==> src/rtl/alu_pkg.sv <==
// Shared ALU types: op codes, sequencer states and flag bit positions.
package alu_pkg;

   typedef enum logic [2:0] {
      OP_XOR0 = 3'b000,
      OP_XOR1 = 3'b001,
      OP_SHL  = 3'b010,
      OP_SHR  = 3'b011,
      OP_OR   = 3'b100,
      OP_AND  = 3'b101,
      OP_XOR2 = 3'b110,
      OP_NOT  = 3'b111
   } op_e;

   typedef enum logic [1:0] {
      S_IDLE = 2'd0,
      S_EXEC = 2'd1,
      S_RESP = 2'd2
   } state_e;

   localparam int FLAG_ZERO  = 0;
   localparam int FLAG_OVF   = 1;
   localparam int FLAG_NEG   = 2;
   localparam int FLAG_CARRY = 3;

endpackage

==> src/rtl/alu.sv <==
// Combinational ALU: xor/or/and/not and logical shifts.
module alu
   import alu_pkg::*;
#(
   parameter int BITS = 8
) (
   input  op_e             op,
   input  logic [BITS-1:0] a,
   input  logic [BITS-1:0] b,
   output logic [BITS-1:0] result,
   output logic [3:0]      flags
);

   // Extra bit catches the last bit shifted out; any shift >= BITS yields 0.
   logic [BITS:0] shl;
   logic [BITS:0] shr;
   logic          carry;
   logic          ovf;

   assign shl = {1'b0, a} << b;
   assign shr = {a, 1'b0} >> b;

   always_comb begin
      result = '0;
      carry  = 1'b0;
      ovf    = 1'b0;
      unique case (op)
         OP_XOR0, OP_XOR1, OP_XOR2: result = a ^ b;
         OP_SHL: begin
            result = shl[BITS-1:0];
            carry  = shl[BITS];
            ovf    = a[BITS-1] ^ shl[BITS-1];
         end
         OP_SHR: begin
            result = shr[BITS:1];
            carry  = shr[0];
         end
         OP_OR:  result = a | b;
         OP_AND: result = a & b;
         OP_NOT: result = ~a;
         default: result = '0;
      endcase
   end

   always_comb begin
      flags             = '0;
      flags[FLAG_ZERO]  = (result == '0);
      flags[FLAG_OVF]   = ovf;
      flags[FLAG_NEG]   = result[BITS-1];
      flags[FLAG_CARRY] = carry;
   end

endmodule

==> src/rtl/alu_sequencer.sv <==
// Request/response wrapper around alu with an accumulator:
// IDLE accepts, EXEC computes, RESP holds the result until taken.
module alu_sequencer
   import alu_pkg::*;
#(
   parameter int BITS = 8
) (
   input  logic            clk_i,
   input  logic            rst_i,
   input  logic            req_valid_i,
   output logic            req_ready_o,
   input  logic [2:0]      req_op_i,
   input  logic [BITS-1:0] req_a_i,
   input  logic [BITS-1:0] req_b_i,
   input  logic            req_use_acc_i,
   output logic            rsp_valid_o,
   input  logic            rsp_ready_i,
   output logic [BITS-1:0] rsp_result_o,
   output logic [3:0]      rsp_flags_o,
   output logic            busy_o
);

   state_e          state;
   op_e             op_q;
   logic [BITS-1:0] a_q;
   logic [BITS-1:0] b_q;
   logic [BITS-1:0] acc;
   logic [BITS-1:0] alu_res;
   logic [3:0]      alu_flags;
   logic [3:0]      next_flags;

   alu #(.BITS(BITS)) u_alu (
      .op     (op_q),
      .a      (a_q),
      .b      (b_q),
      .result (alu_res),
      .flags  (alu_flags)
   );

   always_comb begin
      next_flags             = '0;
      next_flags[FLAG_ZERO]  = (alu_res == '0);
      next_flags[FLAG_OVF]   = alu_flags[FLAG_OVF];
      next_flags[FLAG_NEG]   = alu_res[BITS-1];
      next_flags[FLAG_CARRY] = alu_flags[FLAG_CARRY];
   end

   assign req_ready_o = (state == S_IDLE);
   assign rsp_valid_o = (state == S_RESP);
   assign busy_o      = (state != S_IDLE);

   always_ff @(posedge clk_i or posedge rst_i) begin
      if (rst_i) begin
         state        <= S_IDLE;
         op_q         <= OP_XOR0;
         a_q          <= '0;
         b_q          <= '0;
         acc          <= '0;
         rsp_result_o <= '0;
         rsp_flags_o  <= '0;
      end else begin
         unique case (state)
            S_IDLE: begin
               if (req_valid_i) begin
                  op_q  <= op_e'(req_op_i);
                  a_q   <= req_use_acc_i ? acc : req_a_i;
                  b_q   <= req_b_i;
                  state <= S_EXEC;
               end
            end
            S_EXEC: begin
               rsp_result_o <= alu_res;
               rsp_flags_o  <= next_flags;
               acc          <= alu_res;
               state        <= S_RESP;
            end
            S_RESP: begin
               if (rsp_ready_i)
                  state <= S_IDLE;
            end
            default: state <= S_IDLE;
         endcase
      end
   end

endmodule

==> config.mk <==
export PLATFORM = sky130hd
export DESIGN_NAME = alu_sequencer
export DESIGN_NICKNAME = d
export VERILOG_FILES = /design/src/rtl/alu_pkg.sv /design/src/rtl/alu.sv /design/src/rtl/alu_sequencer.sv
export SDC_FILE = /design/constraint.sdc
export NUM_CORES = 1
export LEC_CHECK = 0
export CORE_MARGIN = 3
export CORE_UTILIZATION = 35
export DETAILED_ROUTE_END_ITERATION = 7
export RECOVER_POWER = 50
export SETUP_SLACK_MARGIN = 0.4
export SLEW_MARGIN = 20
export SYNTH_ARGS = -nofsm -noshare
export SYNTH_HDL_FRONTEND = slang
export SYNTH_HIERARCHICAL = 1
export SYNTH_SLANG_ARGS = --single-unit
==> constraint.sdc <==
create_clock -name clk_i -period 2.9 [get_ports clk_i]
set_input_delay 0.435 -clock clk_i [delete_from_list [all_inputs] [get_ports clk_i]]
set_output_delay 0.435 -clock clk_i [all_outputs]
set_load 0.005 [all_outputs]
==> reports/metrics.yaml <==
outcome: "complete, no violations"
netlist_instances: 297
timing.setup.critical_path_class: "reg2reg"
hold-path-cell-count: 1
postCtsSetupBuffers: 0
timing_hold_violations_final: 0
grt_util_all_layers: 0.196
cts_tree: "done"
timing.hold.worst.class: "reg2reg"
critical_path.reg2reg.startpoint: "b_q[1]"
synth_area_sq_um: 2800
cts_inserted_buffers: 5
ioPinCount: 39
hold_path.startpoint: "state[1]"
final-setup-viol-count: 0
leakagePower_nw: 1.45
num_vias: 2376
max_freq_mhz: 418
grt_setup_unrepaired: "no"
cp_max_fo: 6
max_cap_violations: 0
route.top_layer_used: "met4"
detail_route.wirelength_um: 8200
timing.reg2reg.worst_path_depth: 8
area_growth_from_synthesis_to_layout_pct: 20.7
avgRoutedWirePerCell_um: 19.0
worst_slew_margin_rel: 0.114
clk_pin_slew_worst_paths_ns: 0.08
route.met3.wl_um: 585
fin_nets: 372
floorplan.core_area_sq_um: 7490
number_of_max_slew_violations_in_the_final_report: 0
setup_total_negative_slack_ns: 0
route.detailed.vias_per_inst: 5.50
clock_skew_ns: 0.00812
worst_skew_pair_latency_ns: 0.29
timing.critical_path.from_type: "flip-flop"
layout-drive-gt1-share: 0.189
critPathCaptureType: "flip-flop"
pd_cells_nw_per_um2: 1230
gpl.final_weighted_congestion: 0.941
die_outline_area_sq_um: 9100
via_count_of_the_first_global_routing_pass: 2527
wl_met2_um: 3730
gr-total-overflow: 0
synthesis.nets: 337
yosys_warnings: 6
endpoint_of_the_worst_register_to_register_path: "rsp_flags_o[0]"
row_count: 31
clock_net_sink_count: 32
fillCellCount: 732
drt_pass1_iterations: 4
layout_min_cycle_time_ns: 2.39
grt_pass1_wl_um: 13500
die_h_um: 95.4
wl_met1_um: 3660
detailedRoute.firstIterationViolations: 206
placement.io_buffers: 38
starting_density_of_the_core: 0.374
max-vdd-ir-drop_mv: 0.540
grt_max_degree: 33
capture_endpoint_of_the_worst_hold_path: "state[0]"
worst_slew_pin_slew_ns: 1.33
die_width_um: 95.4
power.total_mw: 4.15
detail-route-antenna-nets: 0
worst_ep_arrival_time_ns: 2.60
cts-htree-levels: 2
antenna_cells: 0
syn_area_per_cell_sq_um: 9.42
cp_data_required_time_ns: 3.10
number_of_antenna_violations_at_the_first_check_in_global_routing: 0
clk_buf_depth: 2
r2r_setup_slack_ns: 0.51
finalCritPeriodShare: 0.825
dp.final_hpwl_um: 6010
cts.root.buffer_cell: "clkbuf_8"
layout.area.seq_sq_um: 806
multiInputGateArea_sq_um: 1740
drc_errors: 0
sequential cells by signal (all words and copies together), names as in the netlist:
| signal | flops |
|---|---|
| op_q | 3 |
| rsp_flags_o | 4 |
| a_q | 8 |
| state | 2 |
| b_q | 8 |
| rsp_result_o | 7 |
area by class of cell:
type                       instances  area share
multi-input combinational        216       0.514
clock buffer                       7      0.0286
clock inverter                     1     0.00890
timing repair buffer              54       0.147
sequential                        32       0.239
tap                               99      0.0367
inverter                          23      0.0256
per-layer routing:
metal,up-vias,global-route usage
met5,-,0
met1,1112,0.253
met4,0,0.0936
li1,1136,-
met2,110,0.310
met3,18,0.0434
cells in the final DEF (no fill, tap or decap), types with 3 or more instances in the layout:
cell / n
mux2_2: 22
o21ai_0: 6
dfrtp_2: 4
nor4_1: 9
a21boi_0: 4
nand3b_1: 3
clkbuf_8: 7
and3b_1: 3
inv_1: 23
o32a_1: 4
clkdlybuf4s50_1: 37
mux4_2: 5
nand2b_1: 5
ha_1: 16
dfrtp_1: 28
a211oi_1: 4
mux2i_1: 23
a21oi_1: 18
o32ai_1: 3
buf_4: 15
nor2_1: 34
nor3b_1: 3
nand2_1: 14
power breakdown:
group / total [mW] / internal [mW] / switching (mW)
clock: 0.493 / 0.304 / 0.189
combinational: 2.53 / 1.26 / 1.27
sequential: 1.12 / 0.665 / 0.457
worst max-delay path, stage by stage (launching register included):
cell and delay, ns:
dfrtp_2 0.48, inv_1 0.13, ha_1 0.37, mux4_2 0.51
a22oi_4 0.15, o31ai_2 0.12, nor4_1 0.31, nand2_1 0.08
o21ai_0 0.15
through the flow:
stage | std cells | setup WS [ns] | instance area, sq um | util | hold slack (ns)
finish | 432 | 0.507 | 3370 | 0.451 | 0.499
global route | 432 | 0.264 | 3370 | 0.451 | 0.528
CTS | 432 | 0.421 | 3370 | 0.450 | 0.513
detailed placement | 424 | 0.411 | 3240 | 0.433 | 0.481
global placement | 424 | 0.402 | 3240 | 0.433 | 0.495
floorplan | 297 | 0.512 | 2800 | - | 0.472
timing repair:
item | CTS | global route
endpoints found under the setup margin | 1 | 2
gates resized for setup | 1 | 7
hold buffers | 0 | 0
worst max path at each step:
stage | start | to | slack, ns | cells after the start
6_report | b_q[1] | rsp_flags_o[0] | 0.51 | 8
3_5_place_dp | b_q[1] | rsp_flags_o[0] | 0.41 | 8
3_3_place_gp | b_q[1] | rsp_flags_o[0] | 0.40 | 8
4_1_cts | a_q[1] | rsp_flags_o[0] | 0.42 | 8
2_1_floorplan | b_q[1] | rsp_flags_o[0] | 0.51 | 11
5_1_grt | req_valid_i | b_q[0] | 0.26 | 4
(Power assumes the default switching activity.)
